File: config.mk
export PLATFORM = sky130hd
export DESIGN_NAME = operand_fetch
export DESIGN_NICKNAME = d
export VERILOG_FILES = /design/src/rtl/operand_fetch.sv
export SDC_FILE = /design/constraint.sdc
export NUM_CORES = 1
export LEC_CHECK = 0
export ABC_AREA = 1
export BUFFER_PORTS_ARGS = -buffer_cell sky130_fd_sc_hd__buf_2
export CORE_MARGIN = 3
export CORE_UTILIZATION = 44
export CTS_BUF_LIST = sky130_fd_sc_hd__clkbuf_2 sky130_fd_sc_hd__clkbuf_4 sky130_fd_sc_hd__clkbuf_8
export DETAILED_ROUTE_END_ITERATION = 8
export PLACE_DENSITY_LB_ADDON = 0.12
export SYNTH_ARGS = -nofsm -noshare
export SYNTH_HDL_FRONTEND = slang
export SYNTH_SLANG_ARGS = --single-unit
export TNS_END_PERCENT = 30
File: constraint.sdc
create_clock -name clk -period 1.8 [get_ports clk]
set_clock_uncertainty 0.15 [all_clocks]
set_input_delay 0.27 -clock clk [delete_from_list [all_inputs] [get_ports clk]]
set_output_delay 0.27 -clock clk [all_outputs]
set_load 0.05 [all_outputs]
File: src/rtl/operand_fetch.sv
// operand_fetch: operand-fetch stage with a per-register write scoreboard and RAW/WAW stall.
// Define OPERAND_FETCH_BYPASS_EN to bypass the writeback bus into the operands.
module operand_fetch #(
    parameter int DATA_W = 16,
    parameter int ADDR_W = 2
) (
    input  logic              clk,
    input  logic              reset,
    input  logic              in_valid,
    output logic              in_ready,
    input  logic [ADDR_W-1:0] in_rs1,
    input  logic [ADDR_W-1:0] in_rs2,
    input  logic [ADDR_W-1:0] in_rd,
    input  logic              in_rd_en,
    output logic [ADDR_W-1:0] rf_read1,
    output logic [ADDR_W-1:0] rf_read2,
    input  logic [DATA_W-1:0] rf_out1,
    input  logic [DATA_W-1:0] rf_out2,
    input  logic              wb_valid,
    input  logic [ADDR_W-1:0] wb_reg,
    input  logic [DATA_W-1:0] wb_data,
    output logic              out_valid,
    input  logic              out_ready,
    output logic [DATA_W-1:0] out_op1,
    output logic [DATA_W-1:0] out_op2,
    output logic [ADDR_W-1:0] out_rd,
    output logic              out_rd_en
);
    localparam int N = 2 ** ADDR_W;
`ifdef OPERAND_FETCH_BYPASS_EN
    localparam logic BYP = 1'b1;
`else
    localparam logic BYP = 1'b0;
`endif
    logic [N-1:0] sb, sb_set, sb_clr;
    logic wb_hit1, wb_hit2, raw1, raw2, waw, accept;
    logic [DATA_W-1:0] op1, op2;

    assign rf_read1 = in_rs1;
    assign rf_read2 = in_rs2;
    assign wb_hit1  = wb_valid && wb_reg == in_rs1;
    assign wb_hit2  = wb_valid && wb_reg == in_rs2;
    // Without the bypass a pending source waits until the register file holds the new value.
    assign raw1     = sb[in_rs1] && !(BYP && wb_hit1);
    assign raw2     = sb[in_rs2] && !(BYP && wb_hit2);
    assign waw      = in_rd_en && sb[in_rd] && !(wb_valid && wb_reg == in_rd);
    assign in_ready = (!out_valid || out_ready) && !raw1 && !raw2 && !waw;
    assign accept   = in_valid && in_ready;
    assign op1      = (BYP && wb_hit1) ? wb_data : rf_out1;
    assign op2      = (BYP && wb_hit2) ? wb_data : rf_out2;
    assign sb_set   = (accept && in_rd_en) ? N'(1) << in_rd : '0;
    assign sb_clr   = wb_valid ? N'(1) << wb_reg : '0;

    always_ff @(posedge clk) begin
        if (reset) begin
            sb        <= '0;
            out_valid <= 1'b0;
            out_op1   <= '0;
            out_op2   <= '0;
            out_rd    <= '0;
            out_rd_en <= 1'b0;
        end else begin
            sb <= (sb & ~sb_clr) | sb_set;
            if (accept) begin
                out_valid <= 1'b1;
                out_op1   <= op1;
                out_op2   <= op2;
                out_rd    <= in_rd;
                out_rd_en <= in_rd_en;
            end else if (out_ready) begin
                out_valid <= 1'b0;
            end
        end
    end
endmodule

Word-level counts from Yosys, hierarchy flattened
Index checks and enable logic that the tools add are counted.
W data, S select, Z words.
Storage, ports and cells
  register bits: 40
  bits of input ports: 62
  output and inout port bits: 41
  logic and storage cells: 40
Operators by class
  $lt $le $gt $ge: 3
  equal/unequal tests: 1
  shifts and indexed selects: 2
  multiplexer cells: 10
  bitwise operators: 3
  reduce and logical (&&, ||, !) cells: 15
Operators by type and width (count)
  $lt A2 B3 Y1 const B: 3
  $logic_and A1 B1 Y1: 8
  $mux W4: 2
  $shl A1 B2 Y4 const A: 2
  $bmux W1 S2: 3
  $logic_not A1 Y1: 5
  $mux W1: 5
  $and A4 B4 Y4: 1
  $not A4 Y4: 1
  $or A4 B4 Y4: 1
  $eq A2 B2 Y1: 1
  $reduce_bool A2 Y1: 1
  $logic_or A1 B1 Y1: 1

Logic depth before layout (Yosys ltp)
Gate-level depths: netlist of run 1.
  depth after elaboration: 10
  gate-level depth with buffers: 13
  depth with buffers taken out: 11

Least setup slack after synthesis of run 1
OpenSTA, ideal clock, no wires.
  kind: register -> register
  start point: reg out_valid
  end point: reg out_op1[11]
  setup time: 0.132 ns
  data arrival time: 1.502 ns
  data required time: 1.518 ns
  setup slack: 0.016 ns
  stages on the path, launching flop included: 10
  path buffers: 1
  clock period less this slack: 1.784 ns
  path through: dfxtp_1 -> nand2_1 -> nand3_1 -> nor2_1 -> nand2_2 -> inv_2 -> nand2_4 -> buf_4 -> nand2_1 -> a21oi_1
On the way
  longest elaborated chain between the ends: 6
Ends and longest elaborated chain
  start: declaration: line 22  | output logic out_valid,
  start signal: assignment: line 57  | out_valid <= 1'b0;
  start signal: assignment: line 65  | out_valid <= 1'b1;
  start signal: assignment: line 71  | out_valid <= 1'b0;
  $logic_not A1 Y1: line 47  | assign in_ready = (!out_valid || out_ready) && !raw1 && !raw2 && !waw;
  $logic_or A1 B1 Y1: line 47
  $logic_and A1 B1 Y1 (3 in a row): line 47
  net in_ready: line 10  | output logic in_ready,
  $logic_and A1 B1 Y1: line 48  | assign accept = in_valid && in_ready;
  end signal: assignment: line 66  | out_op1 <= op1;
  end: declaration: line 24  | output logic [DATA_W-1:0] out_op1,
The timed path passes the listed nets, and every way through them passes these cells.
A chain may end at the register's enable or synchronous reset.

Final worst setup path of run 1
  start point: reg sb[1]
  end point: out in_ready
On the way
  longest elaborated chain between the ends: 6
  elaborated cells between the ends (all ways): 14
  those cells by class: 6 x mux; 8 x reduce/logical
Ends and longest elaborated chain
  start: declaration: line 35  | logic [N-1:0] sb, sb_set, sb_clr;
  start signal: assignment: line 63  | sb <= (sb & ~sb_clr) | sb_set;
  $bmux W1 S2, on equally long branches: line 44, 46
  $mux W1, on equally long branches: line 44, 46
  $logic_not A1 Y1 or $logic_and A1 B1 Y1 (tied branches): line 47, 46
  $logic_and A1 B1 Y1, on equally long branches: line 47, 46
  $logic_and A1 B1 Y1 or $logic_not A1 Y1 (tied branches): line 47
  $logic_and A1 B1 Y1 (*): line 47
  end: declaration: line 10
Every way passes the cells marked *; elsewhere a longest branch is shown, timed or not. The select of a mux whose other input is x is not followed.

==> metrics.cfg, run 1 <==
[worst_setup_path]
worstSetupPathType = reg2out
startpoint_type = register
critPathLaunch = sb[1]
cp.required_ns = 1.38
endpoint_kind = output pin
worstPathMaxFanout = 3
r2r-start = sb[1]
critical_path_arrival_ns = 1.30

[routing]
viasPerCell = 4.62
totalWireLength_um = 4000
vias = 1667
postRouteAntennaNets = 0
drtIter0Drc = 67
detail_route.wl_per_cell_um = 11.1
dr.pass1.iters = 4
drc = 0

[final_layout]
antenna_cells = 0
area_growth_syn_to_layout_pct = 34.2
nNetsFinal = 376
mostFrequentLayoutCell = nand2_1
final_cell_mix = nand2_1 (95), buf_2 (85), a21oi_1 (41), dfxtp_1 (37), inv_1 (12)
fill_cells = 338
drive_gt1_frac = 0.352

[floorplanning]
num_io_pins = 103
start_util = 0.479
row_count = 21
core-area_sq_mm = 0.00349
fp.dieH_um = 67.7
die_w_um = 67.7
dieArea_sq_mm = 0.00458

[synth]
yosys.area.top_type = dfxtp_1
yosys-top-cells-area = dfxtp_1 (48%), nand2_1 (21%), a21oi_1 (12%)
yosysWarnings = 0
syn_area_sq_mm = 0.00168
ys_types = 17
yosysTopAreaCellShare = 0.478
synth-seq-area-share = 0.478
syn-instance-count = 232
ys_seq_elements = 40
syn_avg_cell_area_sq_um = 7.22
syn_nets = 294

[timing]
max_freq_mhz = 582
period_minus_slack_ns = 1.72
timing.final.crit_share = 0.955
setup_viol = 0
drv_slew = 0
setup_tns_ns = 0
tightestPinTransition_ns = 0.408
slew_headroom = 0.728
finalHoldViolCount = 0
rsz0062_at_grt = true
fin_ws_ns = 0.0804

[clock_network]
clk_latency_ns = 0.28
root_buffer = clkbuf_8
cts_buffer_depth = 2
hold_buffers = 0
clk_pin_slew_ns = 0.07
cts_sinks = 40
cts_tree = built
cts_max_level = 2
cts_made_buffers = 5

[placed_design]
routabilityCongestion = 0.754
numPortBuffers = 86
dp_slack_ns = 0.134
post-dp-hpwl_um = 2850

[global_routing]
grtUsageTotal = 0.174
overflow = 0
antenna_found_initial = 0
grt_pass1_vias = 1417
grt_start_max_net_pins = 41
grt_pass1_wl_um = 6020

[pwr]
ir_drop_mv = 0.640
power.leakage_nw = 1.13
power_density_mw_per_mm2 = 956

[worst_hold_path]
worstHoldStart = rf_out2[9]
hold_path.class = in2reg

[flow_run]
drv_cap = 0

[status]
status = finished, final reports clean

## cell families (layout without fill, tap and decap cells)
logic type | after synthesis | count (layout) | synth area share
simple gates | 114 | 114 | 0.275
compound gates | 45 | 45 | 0.137
flops | 40 | 40 | 0.478
buf+inv | 33 | 116 | 0.110
## per-stage QoR
stage / instance area [sq um] / util / total power, mW / std cells / hold slack, ns
final: 2250 / 0.643 / 2.15 / 361 / 0.0762
after global routing: 2250 / 0.643 / 2.26 / 361 / 0.0727
after CTS: 2230 / 0.637 / 2.16 / 360 / 0.0659
after detailed placement: 2130 / 0.609 / 1.54 / 352 / 0.297
after global placement: 2130 / 0.609 / 1.53 / 352 / 0.294
after floorplan: 1680 / - / 1.38 / 232 / 0.267
## path summary, 6_finish.rpt
| check | slack, ns | cells after the start | endpoint |
|---|---|---|---|
| min | 0.08 | 3 | out_op2[9] |
| min reg2reg | 0.30 | 2 | out_op1[15] |
| max | 0.08 | 8 | in_ready |
| max reg2reg | 0.14 | 11 | out_op1[1] |
## repair_timing
item                       4_1_cts  5_1_grt
gates cloned                     0        0
buffers inserted                 0        1
resized for setup                1        8
setup endpoints to repair        1        1
pin swaps                        0        2
## sequential cells by signal (all words and copies together) (netlist names)
name       cells
out_op2       16
out_op1       16
out_valid      1
sb             4
out_rd_en      1
out_rd         2
## per-layer routing
layer / up-vias / part of all wire / global-route usage
li1: 886 / - / -
met1: 720 / 0.44 / 0.201
met2: 57 / 0.47 / 0.294
met3: 4 / 0.081 / 0.0549
met4: 0 / 0.010 / 0.0759
met5: - / 0 / 0
## layout make-up
class / instances / area (sq um) / area share
repair buffers: 92 / 536 / 0.238
clock inverters: 1 / 7.51 / 0.00334
clock buffers: 7 / 90.1 / 0.0401
multi-input cells: 159 / 693 / 0.308
flip-flops and latches: 40 / 805 / 0.358
inverters: 16 / 60.1 / 0.0267
well taps: 46 / 57.6 / 0.0256
## power by group
group,internal [mW],switching [mW]
logic,0.174,0.388
registers,0.940,0.0255
clock network,0.326,0.296
total,1.44,0.709
## synth_stat cells
| cell type | instances |
|---|---|
| nand2_1 | 95 |
| a21oi_1 | 41 |
| dfxtp_1 | 40 |
| inv_1 | 14 |
| nand3_1 | 9 |
| nor2_1 | 6 |
| buf_4 | 5 |
| buf_6 | 5 |
| clkbuf_1 | 4 |
| buf_2 | 3 |
| inv_2 | 2 |
| o21ai_0 | 2 |
| o31ai_1 | 2 |
| nand2_2 | 1 |
| nand2_4 | 1 |
| nand3b_1 | 1 |
| nor2_4 | 1 |
## worst max-delay path: stages, from the launching register on
cell and delay (ns):
dfxtp_2 0.34, inv_2 0.05, nand2_1 0.04, nand3b_1 0.08
nand3_1 0.09, nor2_2 0.12, nand2_2 0.07, inv_2 0.09
buf_8 0.15
(Power assumes the default switching activity.)
==> run 2, diff against run 1 <==
Settings changed: PLACE_DENSITY set to 0.82, PLACE_DENSITY_LB_ADDON 0.12 to not set, SETUP_SLACK_MARGIN set to 0.02.
==> metrics.cfg, run 2 (synthesized netlist as in run 1, its figures left out) <==
[status]
status = finished, final reports clean

[timing]
period_minus_slack_ns = 1.75
finalHoldViolCount = 0
slew_headroom = 0.714
setup_tns_ns = 0
setup_viol = 0
tightestPinTransition_ns = 0.429
max_freq_mhz = 571
drv_slew = 0
timing.final.crit_share = 0.972
rsz0062_at_grt = true
fin_ws_ns = 0.0496
fin_hold_ws_ns = 0.0719

[pwr]
p_sw_uw = 712
seqPwrFrac = 0.464
combPwrFrac = 0.267
ir_drop_mv = 0.627
p_int_mw = 1.37
power_density_mw_per_mm2 = 939
power.leakage_nw = 1.11
p_clk_frac = 0.269
swShare = 0.342

[routing]
drc = 0
viasPerCell = 4.66
postRouteAntennaNets = 0
drtIter0Drc = 60
totalWireLength_um = 4130
detail_route.wl_per_cell_um = 11.5
dr.pass1.iters = 4
vias = 1673

[clock_network]
cts_buffer_depth = 2
clk_latency_ns = 0.29
cts_sinks = 40
root_buffer = clkbuf_8
clk_pin_slew_ns = 0.07
cts_made_buffers = 5
cts_tree = built
cts_max_level = 2

[worst_hold_path]
hold_path.class = in2reg

[floorplanning]
die_w_um = 67.7
core-area_sq_mm = 0.00349
fp.dieH_um = 67.7
row_count = 21
num_io_pins = 103
dieArea_sq_mm = 0.00458
start_util = 0.479

[worst_setup_path]
startpoint_type = register
critical_path_arrival_ns = 1.33
worstSetupPathType = reg2out
cp.required_ns = 1.38
worstPathMaxFanout = 3
endpoint_kind = output pin

[global_routing]
grtUsageTotal = 0.186
overflow = 0
grt_pass1_wl_um = 6400
grt_start_max_net_pins = 41
grt_pass1_vias = 1537
antenna_found_initial = 0

[final_layout]
area_growth_syn_to_layout_pct = 32.1
reg_top3 = out_op1: 16 flops, out_op2: 16 flops, sb: 4 flops
fill_cells = 348
mostFrequentLayoutCell = nand2_1
antenna_cells = 0
final_cell_area_sq_mm = 0.00221
utilization = 0.633
nNetsFinal = 375
drive_gt1_frac = 0.345
final_cell_mix = nand2_1 (95), buf_2 (85), a21oi_1 (41), dfxtp_1 (38), inv_1 (12)

[placed_design]
routabilityCongestion = 0.779
dp_slack_ns = 0.111
post-dp-hpwl_um = 2940
numPortBuffers = 86
placed_area_sq_mm = 0.00212

[flow_run]
drv_cap = 0

## run 2: changes by cell type in the layout (fill, tap and decap cells not counted)
cell / before / now
dfxtp_1: 37 / 38
inv_4: 0 / 1
inv_2: 4 / 3
clkinv_2: 0 / 1
buf_12: 4 / 3
clkbuf_4: 1 / 0
clkbuf_8: 6 / 5
dfxtp_2: 3 / 2
## run 2: path summary, 6_finish.rpt
path                   start    endpoint  slack [ns]  cells past startpoint
setup reg to reg       sb[0]       sb[0]        0.19                     10
setup / recovery       sb[0]    in_ready        0.05                      8
hold / removal    rf_out1[0]  out_op1[0]        0.07                      3
hold reg to reg   out_op1[4]  out_op1[4]        0.31                      2
## run 2: through the flow
step | cells | power [mW]
4_1_cts | 359 | 2.10
3_5_place_dp | 352 | 1.53
6_report | 359 | 2.08
5_1_grt | 359 | 2.19
3_3_place_gp | 352 | 1.52
2_1_floorplan | 232 | 1.38
## run 2: cell type report
type | count | area, sq um | share of cell area
sequential | 40 | 803 | 0.363
multi-input combinational | 159 | 693 | 0.313
timing repair buffer | 91 | 515 | 0.233
clock buffer | 5 | 68.8 | 0.0311
inverter | 16 | 62.6 | 0.0283
tap | 46 | 57.6 | 0.0260
clock inverter | 2 | 12.5 | 0.00565
## run 2: critical path, stage by stage, from the launching register on
cell     delay, ns
dfxtp_2       0.34
inv_2         0.05
nand2_1       0.04
nand3_1       0.07
nand3_1       0.09
nor2_2        0.12
nand2_2       0.10
inv_4         0.08
buf_8         0.14
## run 2: power by group through the flow
stage          Clock, mW  Sequential (mW)  Combinational (mW)
5_1_grt            0.628            0.972               0.594
6_report           0.559            0.965               0.554
3_3_place_gp           0            0.983               0.541
2_1_floorplan          0             1.17               0.213
4_1_cts            0.581            0.965               0.556
3_5_place_dp           0            0.985               0.547
## run 2: what timing repair did
item | CTS | global route
pin swaps | 0 | 3
endpoints found under the setup margin | 1 | 1
buffers inserted | 0 | 0
resized for setup | 3 | 5
hold buffers | 0 | 0
## run 2: metal layers
layer  GRT usage  wire length, um  vias to the layer above  part of all wire
met1       0.205             1790                      723              0.43
li1            -                -                      883                 -
met5           0                0                        -                 0
met2       0.320             1940                       58              0.47
met3      0.0666              297                        9             0.072
met4      0.0759               91                        0             0.022
